### src/rtl/shared_wire_arb_pkg.sv
// Shared types and sizing helpers for the shared-wire round-robin arbiter.
package shared_wire_arb_pkg;

  localparam int unsigned DEF_N_REQ      = 4;
  localparam int unsigned DEF_MAX_HOLD   = 16;
  localparam int unsigned DEF_TURNAROUND = 1;

  typedef enum logic [1:0] {
    IDLE  = 2'd0,
    GRANT = 2'd1,
    TURN  = 2'd2
  } arb_state_e;

  // Bits needed for a saturating counter that must reach max_val.
  function automatic int unsigned cnt_width(input int unsigned max_val);
    return (max_val < 1) ? 1 : $clog2(max_val + 1);
  endfunction

endpackage

### src/rtl/rr_pick.sv
// Combinational round-robin pick: first set request at or after ptr, cyclically.
module rr_pick
  import shared_wire_arb_pkg::*;
#(
  parameter int unsigned N = DEF_N_REQ
) (
  input  logic [N-1:0]         req,
  input  logic [$clog2(N)-1:0] ptr,
  output logic                 valid,
  output logic [$clog2(N)-1:0] idx
);

  localparam int unsigned IDX_W = $clog2(N);

  logic [2*N-1:0] dbl;
  logic [N-1:0]   rot;
  logic [IDX_W-1:0] off;
  logic [IDX_W:0]   sum;

  // Rotate so that ptr lands on bit 0.
  assign dbl = {req, req} >> ptr;
  assign rot = dbl[N-1:0];

  always_comb begin
    valid = 1'b0;
    off   = '0;
    for (int i = N - 1; i >= 0; i--) begin
      if (rot[i]) begin
        valid = 1'b1;
        off   = IDX_W'(i);
      end
    end
  end

  // Undo the rotation modulo N.
  assign sum = {1'b0, off} + {1'b0, ptr};
  assign idx = (sum >= (IDX_W + 1)'(N)) ? IDX_W'(sum - (IDX_W + 1)'(N))
                                        : sum[IDX_W-1:0];

endmodule

### src/rtl/shared_wire_arbiter.sv
// Round-robin owner scheduler for a shared tristate wire with hold limit and
// enforced idle turnaround between owners.
module shared_wire_arbiter
  import shared_wire_arb_pkg::*;
#(
  parameter int unsigned N_REQ      = DEF_N_REQ,
  parameter int unsigned MAX_HOLD   = DEF_MAX_HOLD,
  parameter int unsigned TURNAROUND = DEF_TURNAROUND
) (
  input  logic                     clk,
  input  logic                     rst,
  input  logic [N_REQ-1:0]         req,
  output logic [N_REQ-1:0]         gnt,
  output logic                     busy,
  output logic [$clog2(N_REQ)-1:0] owner_id,
  output logic                     timeout
);

  localparam int unsigned ID_W   = $clog2(N_REQ);
  localparam int unsigned HOLD_W = cnt_width(MAX_HOLD);
  localparam int unsigned TURN_W = cnt_width(TURNAROUND);

  arb_state_e        state_q, state_d;
  logic [HOLD_W-1:0] hold_q, hold_d;
  logic [TURN_W-1:0] turn_q, turn_d;
  logic [ID_W-1:0]   rr_ptr_q, rr_ptr_d;
  logic [N_REQ-1:0]  gnt_q, gnt_d;
  logic              busy_q, busy_d;
  logic [ID_W-1:0]   owner_q, owner_d;
  logic              timeout_q, timeout_d;

  logic              pick_valid;
  logic [ID_W-1:0]   pick_idx;
  logic              owner_req;
  logic              hold_full;
  logic              release_now;
  logic              turn_last;

  rr_pick #(.N(N_REQ)) u_pick (
    .req   (req),
    .ptr   (rr_ptr_q),
    .valid (pick_valid),
    .idx   (pick_idx)
  );

  assign owner_req   = req[owner_q];
  assign hold_full   = (hold_q == HOLD_W'(MAX_HOLD));
  assign release_now = !owner_req || hold_full;
  assign turn_last   = (turn_q == TURN_W'(TURNAROUND));

  // State and registered outputs; reset drops gnt without waiting for clk.
  always_ff @(posedge clk or posedge rst) begin
    if (rst) begin
      state_q   <= IDLE;
      hold_q    <= '0;
      turn_q    <= '0;
      rr_ptr_q  <= '0;
      gnt_q     <= '0;
      busy_q    <= 1'b0;
      owner_q   <= '0;
      timeout_q <= 1'b0;
    end else begin
      state_q   <= state_d;
      hold_q    <= hold_d;
      turn_q    <= turn_d;
      rr_ptr_q  <= rr_ptr_d;
      gnt_q     <= gnt_d;
      busy_q    <= busy_d;
      owner_q   <= owner_d;
      timeout_q <= timeout_d;
    end
  end

  // Next-state logic.
  always_comb begin
    state_d = state_q;
    unique case (state_q)
      IDLE:    if (pick_valid) state_d = GRANT;
      GRANT:   if (release_now) state_d = TURN;
      TURN:    if (turn_last) state_d = pick_valid ? GRANT : IDLE;
      default: state_d = IDLE;
    endcase
  end

  // Next values of counters, pointer and registered outputs.
  always_comb begin
    hold_d    = hold_q;
    turn_d    = turn_q;
    rr_ptr_d  = rr_ptr_q;
    gnt_d     = gnt_q;
    busy_d    = busy_q;
    owner_d   = owner_q;
    timeout_d = 1'b0;
    unique case (state_q)
      IDLE, TURN: begin
        if (state_q == TURN && !turn_last) begin
          turn_d = turn_q + 1'b1;
        end else if (pick_valid) begin
          gnt_d   = {{(N_REQ-1){1'b0}}, 1'b1} << pick_idx;
          busy_d  = 1'b1;
          owner_d = pick_idx;
          hold_d  = HOLD_W'(1);
        end
      end
      GRANT: begin
        if (release_now) begin
          gnt_d     = '0;
          busy_d    = 1'b0;
          turn_d    = TURN_W'(1);
          timeout_d = owner_req;
          rr_ptr_d  = (owner_q == ID_W'(N_REQ - 1)) ? '0 : owner_q + 1'b1;
        end else begin
          hold_d = hold_q + 1'b1;
        end
      end
      default: begin
        gnt_d  = '0;
        busy_d = 1'b0;
      end
    endcase
  end

  assign gnt      = gnt_q;
  assign busy     = busy_q;
  assign owner_id = owner_q;
  assign timeout  = timeout_q;

endmodule
### config.mk
export PLATFORM = sky130hd
export DESIGN_NAME = shared_wire_arbiter
export DESIGN_NICKNAME = d
export VERILOG_FILES = /design/src/rtl/shared_wire_arb_pkg.sv /design/src/rtl/rr_pick.sv /design/src/rtl/shared_wire_arbiter.sv
export SDC_FILE = /design/constraint.sdc
export NUM_CORES = 1
export LEC_CHECK = 0
export BUFFER_PORTS_ARGS = -buffer_cell sky130_fd_sc_hd__buf_4
export CAP_MARGIN = 0
export CORE_MARGIN = 10
export CORE_UTILIZATION = 55
export CTS_BUF_LIST = sky130_fd_sc_hd__clkbuf_4
export CTS_CLUSTER_SIZE = 8
export DETAILED_ROUTE_END_ITERATION = 12
export PLACE_DENSITY = 0.87
export SYNTH_ARGS = -nofsm -noshare
export SYNTH_HDL_FRONTEND = slang
export SYNTH_SLANG_ARGS = --single-unit
### constraint.sdc
create_clock -name clk -period 4.1 [get_ports clk]
set_input_delay 0.41 -clock clk [delete_from_list [all_inputs] [get_ports clk]]
set_output_delay 0.41 -clock clk [all_outputs]
set_load 0.02 [all_outputs]
# --- Word level (Yosys, flattened, before mapping) ---
# Cells that the tools add are included.
op_classes:
  addsub: 5
  order_cmp: 2
  eq_ne: 11
  shift: 2
  n_mux: 34
  bitwise_logic: 1
  reduce_logical: 13
ops:
  columns: ["op", "n"]
  rows:
  - ["2-bit 2-to-1 mux", 9]
  - ["5-bit 2-to-1 mux", 3]
  - ["2-bit inequality test (second input constant)", 7]
  - ["1-bit 2-to-1 mux", 13]
  - ["4-bit 2-to-1 mux", 3]
  - ["3-bit AND reduction", 4]
  - ["5-bit one-hot mux with 2 select lines", 1]
  - ["4-bit one-hot mux with 2 select lines", 1]
  - ["8-bit by 2-bit >> shifter with 4-bit output", 1]
  - ["2-bit one-hot mux with 3 select lines", 1]
  - ["5-bit by 1-bit adder with 5-bit output (second input constant)", 1]
  - ["5-bit equality test (second input constant)", 1]
  - ["2-bit equality test (second input constant)", 2]
  - ["1-bit one-hot mux with 2 select lines", 2]
  - ["4-bit AND reduction", 1]
  - ["1-bit by 2-bit << shifter with 4-bit output (first input constant)", 1]
  - ["2-bit by 2-bit adder with 3-bit output", 1]
  - ["3-bit greater-or-equal comparator (second input constant)", 1]
  - ["2-bit by 3-bit < comparator with 1-bit output (second input constant)", 1]
  - ["2-bit by 1-bit adder with 2-bit output (second input constant)", 1]
  - ["1-bit binary-select mux with 2-bit select", 1]
  - ["2-bit by 1-bit equality test with 1-bit output (second input constant)", 1]
  - ["1-bit logical NOT", 2]
  - ["2-bit logical NOT", 1]
  - ["other kinds (8)", 8]
word_totals:
  reg_bits: 18
  input_bits: 6
  output_inout_bits: 8
  elab_cells: 76

# --- Logic depth before layout (Yosys ltp) ---
# Gate-level depths: netlist (run 1).
depth:
  ltp_word: 12
  ltp_mapped: 9
  mapped_depth_nobuf: 8

# --- Modules after synthesis ---
# From an unflattened synthesis (run 1), not the netlist that was laid out.
unflattened:
  hier_cells: 96
  hier_area_um2: 1007.2
by_module_without_submodules:
  columns: ["module", "n_inst", "cells_each", "area_each_um2", "seq_area_each_um2"]
  rows:
  - ["shared_wire_arbiter", 1, 73, 827.0, 450.4]
  - ["rr_pick", 1, 23, 180.2, 0.0]

# --- Worst setup path before layout (run 1) ---
# OpenSTA, ideal clock, no wires.
synth_timing:
  path_type: "input -> register"
  startpoint: "in req[0]"
  endpoint: "reg gnt_q[0], in the netlist gnt[0]"
  setup_time_ns: 0.067
  arrival_ns: 1.762
  required_ns: 4.033
  slack_ns: 2.271
  cell_stages: 6
  n_path_buf: 1
  path_cell_list: "buf_2 > or4_1 > o221ai_1 > ha_1 > xor2_1 > a32o_1"
synth_between:
  elab_chain_len: 12
  word_cells_on_any_way: 24
  classes_between: "2 x add/sub; 1 x order compare; 2 x eq/ne; 2 x shift; 14 x mux; 3 x reduce/logical"
synth_rtl:
  columns: ["item", "line", "source"]
  rows:
  - ["start, declared", "shared_wire_arbiter.sv:12", "input logic [N_REQ-1:0] req,"]
  - ["8-bit by 2-bit >> shifter with 4-bit output", "rr_pick.sv:21", "assign dbl = {req, req} >> ptr;"]
  - ["2-bit 2-to-1 mux (4 in a row)", "rr_pick.sv:28", "if (rot[i]) begin"]
  - ["2-bit by 2-bit adder with 3-bit output", "rr_pick.sv:36", "assign sum = {1'b0, off} + {1'b0, ptr};"]
  - ["3-bit greater-or-equal comparator or 2-bit by 1-bit subtractor with 2-bit output (tied branches)", "rr_pick.sv:37", "assign idx = (sum >= (IDX_W + 1)'(N)) ? IDX_W'(sum - (IDX_W + 1)'(N))"]
  - ["2-bit 2-to-1 mux", "rr_pick.sv:37", null]
  - ["1-bit by 2-bit << shifter with 4-bit output", "shared_wire_arbiter.sv:99", "gnt_d = {{(N_REQ-1){1'b0}}, 1'b1} << pick_idx;"]
  - ["4-bit 2-to-1 mux", "shared_wire_arbiter.sv:98", "end else if (pick_valid) begin"]
  - ["4-bit 2-to-1 mux", "shared_wire_arbiter.sv:96", "if (state_q == TURN && !turn_last) begin"]
  - ["4-bit one-hot mux with 2 select lines", "shared_wire_arbiter.sv:94", "unique case (state_q)"]
  - ["end signal, assigned", "shared_wire_arbiter.sv:67", "gnt_q <= gnt_d;"]
  - ["end, declared", "shared_wire_arbiter.sv:27", "logic [N_REQ-1:0] gnt_q, gnt_d;"]
# Parallel ways exist; a longest one is shown, timed or not. The select of a mux whose other input is x is not followed.
# A chain may end at the register's enable or synchronous reset.

# --- Worst setup path after layout (run 1) ---
layout_timing:
  startpoint: "reg rr_ptr_q[0]"
  endpoint: "reg gnt_q[0], in the netlist gnt[0]"
layout_between:
  elab_chain_len: 12
  word_cells_on_any_way: 19
  classes_between: "2 x add/sub; 1 x order compare; 1 x eq/ne; 2 x shift; 12 x mux; 1 x reduce/logical"
layout_rtl:
  columns: ["item", "line", "source"]
  rows:
  - ["start, declared", "shared_wire_arbiter.sv:26", "logic [ID_W-1:0] rr_ptr_q, rr_ptr_d;"]
  - ["start signal, assigned", "shared_wire_arbiter.sv:66", "rr_ptr_q <= rr_ptr_d;"]
  - ["8-bit by 2-bit >> shifter with 4-bit output", "rr_pick.sv:21", null]
  - ["2-bit 2-to-1 mux (4 in a row)", "rr_pick.sv:28", null]
  - ["2-bit by 2-bit adder with 3-bit output", "rr_pick.sv:36", null]
  - ["3-bit greater-or-equal comparator or 2-bit by 1-bit subtractor with 2-bit output (tied branches)", "rr_pick.sv:37", null]
  - ["2-bit 2-to-1 mux", "rr_pick.sv:37", null]
  - ["1-bit by 2-bit << shifter with 4-bit output", "shared_wire_arbiter.sv:99", null]
  - ["4-bit 2-to-1 mux", "shared_wire_arbiter.sv:98", null]
  - ["4-bit 2-to-1 mux", "shared_wire_arbiter.sv:96", null]
  - ["4-bit one-hot mux with 2 select lines", "shared_wire_arbiter.sv:94", null]
# Parallel ways exist; a longest one is shown, timed or not. The select of a mux whose other input is x is not followed.

==> results of run 1 <==
[worst paths after layout]
check | slack (ns) | cells past startpoint | startpoint | to
max | 2.18 | 7 | rr_ptr_q[0] | gnt[0]
min | 0.20 | 2 | rst | state_q[1]
max reg2reg | 2.18 | 7 | rr_ptr_q[0] | gnt[0]
min reg2reg | 0.50 | 1 | gnt[1] | gnt[1]
max in group asynchronous | 3.47 | 2 | rst | rr_ptr_q[0]
min in group clk | 0.50 | 1 | gnt[1] | gnt[1]
[area by class of cell]
type	count	area [um^2]
fillers	143	601
multi-input cells	71	502
flip-flops and latches	18	450
repair buffers	13	97.6
inverters	11	41.3
well taps	25	31.3
clock buffers	3	22.5
[through the flow]
stage | util [%] | instance area [um^2] | cells | hold WS, ns
global route | 65.6 | 1140 | 141 | 0.253
CTS | 65.6 | 1140 | 141 | 0.227
finish | 65.6 | 1140 | 141 | 0.201
global placement | 64.3 | 1120 | 138 | 0.467
detailed placement | 64.3 | 1120 | 138 | 0.475
floorplan | - | 1010 | 103 | 0.349
[worst max-delay path, stage by stage (launching register included)]
cell and delay, ns:
dfrtp_1 0.46, inv_1 0.17, nor2_1 0.06, a221oi_1 0.24
o221ai_1 0.14, ha_1 0.21, xor2_1 0.35, a32o_1 0.22
[cell usage in the layout, fill, tap and decap left out, types with 4 or more instances in the layout]
master	n
o21ai_1	4
buf_4	13
nand2_1	10
dfrtp_1	18
ha_1	4
o21ai_0	4
nor2_1	9
inv_1	10
[Yosys cell counts (all sizes together) (2+ instances only)]
master,instances,share of area (%)
dfrtp,18,44
inv,11,4.1
nand2,11,4.3
nor2,9,3.3
o21ai,8,3.9
ha,4,4.9
buf,3,2.1
o2bb2ai,3,2.6
or3,3,1.8
a21oi,2,0.99
a221oi,2,1.7
a32o,2,2.0
and2,2,1.5
nand3,2,0.99
o211ai,2,2.5
o21bai,2,1.5
or4,2,1.8
[registers in the layout, indices dropped and copies added, names as in the netlist]
name,flops
hold_q,5
rr_ptr_q,2
state_q,2
busy,1
timeout,1
owner_id,2
gnt,4
turn_last,1
[logic make-up after synthesis]
family	Yosys count	share of synthesized area, %
xor+xnor	2	1.73
mux	1	2.22
simple gates	33	16.8
flops	18	44.4
compound gates	31	23.8
buf+inv	14	6.17
fa+ha+maj	4	4.93
[metal layers]
layer / vias to the layer above / routed length [um] / GRT usage, %
met4: 0 / 34 / 4.75
li1: 400 / - / -
met5: - / 0 / 0
met3: 5 / 121 / 3.58
met1: 418 / 1010 / 14.7
met2: 25 / 1040 / 19.4
[power breakdown]
part           switching, mW  total (mW)  internal (mW)  leakage, nW
Sequential            0.0598       0.294          0.234        0.228
Combinational          0.237       0.400          0.163        0.288
Clock                 0.0534      0.0877         0.0343       0.0138
Total                  0.351       0.782          0.431        0.530
==> flow_metrics.env, run 1 <==
export IMPL_run_status="finished, final reports clean"
export IMPL_post_layout_total_power_mw=0.782
export IMPL_cts_tree="yes"
export IMPL_floorplan_initialDensity_pct=58.1
export IMPL_ir_worst_vdd_uv=348
export IMPL_first_iter_violations=28
export IMPL_worstSetupPathType="reg -> reg"
export IMPL_yosys_register_bits=18
export IMPL_timing_max_cap_violations=0
export IMPL_drive_gt1_share_pct=21.6
export IMPL_routed_via_count=848
export IMPL_tns_ns=0
export IMPL_io_pin_count=14
export IMPL_grt_antenna_before_repair=0
export IMPL_maxSlewViolCount=0
export IMPL_tritoncts_num_buffers=3
export IMPL_syn2layout_area_growth_pct=12.8
export IMPL_area_of_the_die_mm2=0.00396
export IMPL_worstSetupEndpointType="flip-flop"
export IMPL_cts_root_buf="clkbuf_4"
export IMPL_finalWorstSetupSlack_ns=2.18
export IMPL_clock_tree_buffer_depth=2
export IMPL_cts_resized=0
export IMPL_asyncSetResetFlopFracSynth_pct=100
export IMPL_total_track_usage_pct=12.1
export IMPL_total_overflow_reported_by_the_global_router=0
export IMPL_unrepaired_setup_endpoints_after_global_routing="no"
export IMPL_syn_num_nets=113
export IMPL_fin_nets=128
export IMPL_worst_ep_required_time_ns=4.33
export IMPL_rows=15
export IMPL_clock_tree_htree_level_count=1
export IMPL_critical_path_peak_fanout=7
export IMPL_holdCritPathClass="in -> async"
export IMPL_io_buffers=13
export IMPL_route_final_wire_length_mm=2.20
export IMPL_critical_path_arrival_ns=2.15
export IMPL_postCtsSetupBuffers=0
export IMPL_grt_max_degree=19
export IMPL_setup_worst_path_start_class="flip-flop"
export IMPL_timing_max_slew_rel_slack_pct=55.4
export IMPL_fin_worst_skew_ns=0.00895
export IMPL_p_leak_nw=0.530
export IMPL_drt_first_pass_iters=4
export IMPL_synth_yosys_seq_area_share_pct=44.4
export IMPL_coreArea_mm2=0.00175
export IMPL_grt_first_pass_wirelength_mm=4.04
export IMPL_synthesis_area_per_instance_um2=9.85
export IMPL_route_detailed_vias_per_inst=6.01
export IMPL_clk_pin_slew_worst_paths_ns=0.10
export IMPL_yosysWarningCount=0
export IMPL_setup_viol=0
export IMPL_worst_slew_pin_slew_ns=0.669
export IMPL_detail_route_antenna_nets=0
export IMPL_finalHoldViolations=0
export IMPL_postCtsHoldBufs=0
export IMPL_clkLatencyLatePin_ns=0.30
export IMPL_sinks_on_clock_net=18
export IMPL_synth_lib_cells_used_distinct=40
export IMPL_synth_flop_cell="dfrtp_1"
export IMPL_number_of_enable_flip_flop_cells_after_synthesis=0
export IMPL_netlist_instances=103
export IMPL_timing_final_crit_period_ns=1.92
export IMPL_place_worst_setup_slack_ns=2.12
export IMPL_avgRoutedWirePerCell_um=15.6
export IMPL_antenna_cells_inserted=0
export IMPL_finalWeightedCongestion=0.886
export IMPL_final_min_period_over_clock_period_pct=46.8
export IMPL_netlist_area_mm2=0.00101
export IMPL_die_height_um=63.0
export IMPL_maxClockFrequency_mhz=521
export IMPL_hpwlAfterDp_mm=1.72
export IMPL_power_density_cell_area_mw_per_mm2=683
export IMPL_width_of_the_chip_um=63.0
export IMPL_grt_pass1_vias=877
export IMPL_drc=0
(Power assumes the default switching activity.)
==> run 2, diff against run 1 <==
==> constraint.sdc (replaced) <==
create_clock -name clk -period 2 [get_ports clk]
set_input_delay 0.2 -clock clk [delete_from_list [all_inputs] [get_ports clk]]
set_output_delay 0.2 -clock clk [all_outputs]
set_load 0.02 [all_outputs]
==> run 2 against run 1 <==
Sequential power increased by 100%. Final cell count is the same. Maximum frequency increased by 2.9%. Critical path depth is 1 lower.
==> flow_metrics.env, run 2 (synthesis results as in run 1) <==
export IMPL_max_flop_register="hold_q"
export IMPL_cts_root_buf="clkbuf_4"
export IMPL_critical_path_peak_fanout=7
export IMPL_avgRoutedWirePerCell_um=15.1
export IMPL_maxSlewViolCount=0
export IMPL_tritoncts_num_buffers=3
export IMPL_worstSetupPathType="reg -> reg"
export IMPL_commonest_cells_after_routing_fill_and_taps_aside="dfrtp_1, buf_4, nand2_1"
export IMPL_io_buffers=13
export IMPL_grt_max_degree=19
export IMPL_width_of_the_chip_um=63.0
export IMPL_floorplan_initialDensity_pct=58.1
export IMPL_drive_gt1_share_pct=25.0
export IMPL_postCtsSetupBuffers=0
export IMPL_total_overflow_reported_by_the_global_router=0
export IMPL_hpwlAfterDp_mm=1.58
export IMPL_largest_register_ffs=5
export IMPL_unrepaired_setup_endpoints_after_global_routing="no"
export IMPL_place_worst_setup_slack_ns=0.0826
export IMPL_setup_worst_path_start_class="flip-flop"
export IMPL_tns_ns=0
export IMPL_holdCritPathClass="in -> async"
export IMPL_worst_slew_pin_slew_ns=0.678
export IMPL_route_final_wire_length_mm=2.12
export IMPL_final_min_period_over_clock_period_pct=93.3
export IMPL_reg2regPathDepth=6
export IMPL_ir_worst_vdd_uv=817
export IMPL_clock_tree_htree_level_count=1
export IMPL_finalHoldViolations=0
export IMPL_final_core_utilization_pct=66.9
export IMPL_drc=0
export IMPL_timing_final_crit_period_ns=1.87
export IMPL_clock_tree_buffer_depth=2
export IMPL_critical_path_arrival_ns=2.06
export IMPL_worst_ep_required_time_ns=2.19
export IMPL_io_pin_count=14
export IMPL_grt_antenna_before_repair=0
export IMPL_grt_pass1_vias=774
export IMPL_sinks_on_clock_net=18
export IMPL_first_iter_violations=30
export IMPL_cts_tree="yes"
export IMPL_maxClockFrequency_mhz=536
export IMPL_layout_cells_most_common="dfrtp_1"
export IMPL_clkLatencyLatePin_ns=0.30
export IMPL_finalWorstSetupSlack_ns=0.133
export IMPL_area_of_the_die_mm2=0.00396
export IMPL_fin_nets=128
export IMPL_worstSetupEndpointType="flip-flop"
export IMPL_routed_via_count=828
export IMPL_regToRegStartpoint="rr_ptr_q[0]"
export IMPL_postCtsHoldBufs=0
export IMPL_rows=15
export IMPL_power_density_cell_area_mw_per_mm2=1400
export IMPL_finalWeightedCongestion=0.783
export IMPL_timing_max_cap_violations=0
export IMPL_clk_pin_slew_worst_paths_ns=0.10
export IMPL_detail_route_antenna_nets=0
export IMPL_worstReg2RegEnd="gnt[1]"
export IMPL_hold_slack_ns=0.000133
export IMPL_total_track_usage_pct=10.4
export IMPL_reg2reg_slack_ns=0.13
export IMPL_route_detailed_vias_per_inst=5.87
export IMPL_syn2layout_area_growth_pct=15.0
export IMPL_setup_viol=0
export IMPL_run_status="finished, final reports clean"
export IMPL_grt_first_pass_wirelength_mm=3.48
export IMPL_coreArea_mm2=0.00175
export IMPL_timing_max_slew_rel_slack_pct=54.7
export IMPL_drt_first_pass_iters=4
export IMPL_die_height_um=63.0
export IMPL_p_leak_nw=0.530
export IMPL_antenna_cells_inserted=0
export IMPL_fin_worst_skew_ns=0.00357
[run 2: timing repair]
action                                 CTS  global route
endpoints found under the hold margin    0             0
resized for setup                        0             5
setup endpoints to repair                0             6
[run 2: worst max-delay path: stages (launching register included)]
cell	delay (ns)
dfrtp_1	0.48
nor3_1	0.10
a311oi_1	0.28
o221ai_1	0.17
ha_1	0.23
xor2_2	0.22
a32o_1	0.28
[run 2: how the worst max path moves through the flow]
stage	from	to	slack (ns)	cells after the start
final	rr_ptr_q[0]	gnt[1]	0.13	6
after global routing	rr_ptr_q[0]	gnt[0]	0.02	7
after global placement	rr_ptr_q[0]	gnt[1]	0.12	7
after floorplan	owner_id[0]	gnt[0]	0.22	5
after detailed placement	rr_ptr_q[0]	gnt[0]	0.08	7
after CTS	rr_ptr_q[0]	gnt[0]	0.06	7
[run 2: layout make-up]
| class | instances | area [um^2] |
|---|---|---|
| fill | 130 | 578 |
| multi-input combinational | 71 | 524 |
| sequential | 18 | 450 |
| timing repair buffer | 13 | 97.6 |
| inverter | 11 | 41.3 |
| tap | 25 | 31.3 |
| clock buffer | 3 | 22.5 |
[run 2: through the flow]
stage                     cells  instance area [um^2]  power [mW]
after floorplan             103                  1010        1.18
after global placement      138                  1120        1.38
after detailed placement    138                  1120        1.42
after CTS                   141                  1140        1.59
after global routing        141                  1170        1.77
final                       141                  1170        1.64
[run 2: power by group]
part / leakage [nW] / total, mW / internal [mW] / switching [mW]
Combinational: 0.287 / 0.858 / 0.353 / 0.505
Sequential: 0.228 / 0.602 / 0.480 / 0.122
Clock: 0.0138 / 0.179 / 0.0702 / 0.109
Total: 0.530 / 1.64 / 0.903 / 0.735
[run 2: metal layers]
metal	track usage, %	share of wire (%)	vias to the layer above	routed length, um
met5	0	0	-	0
met4	4.19	1.4	0	30
met3	3.94	7.5	6	160
met2	16.2	46	24	978
met1	12.6	45	400	954
li1	-	-	398	-
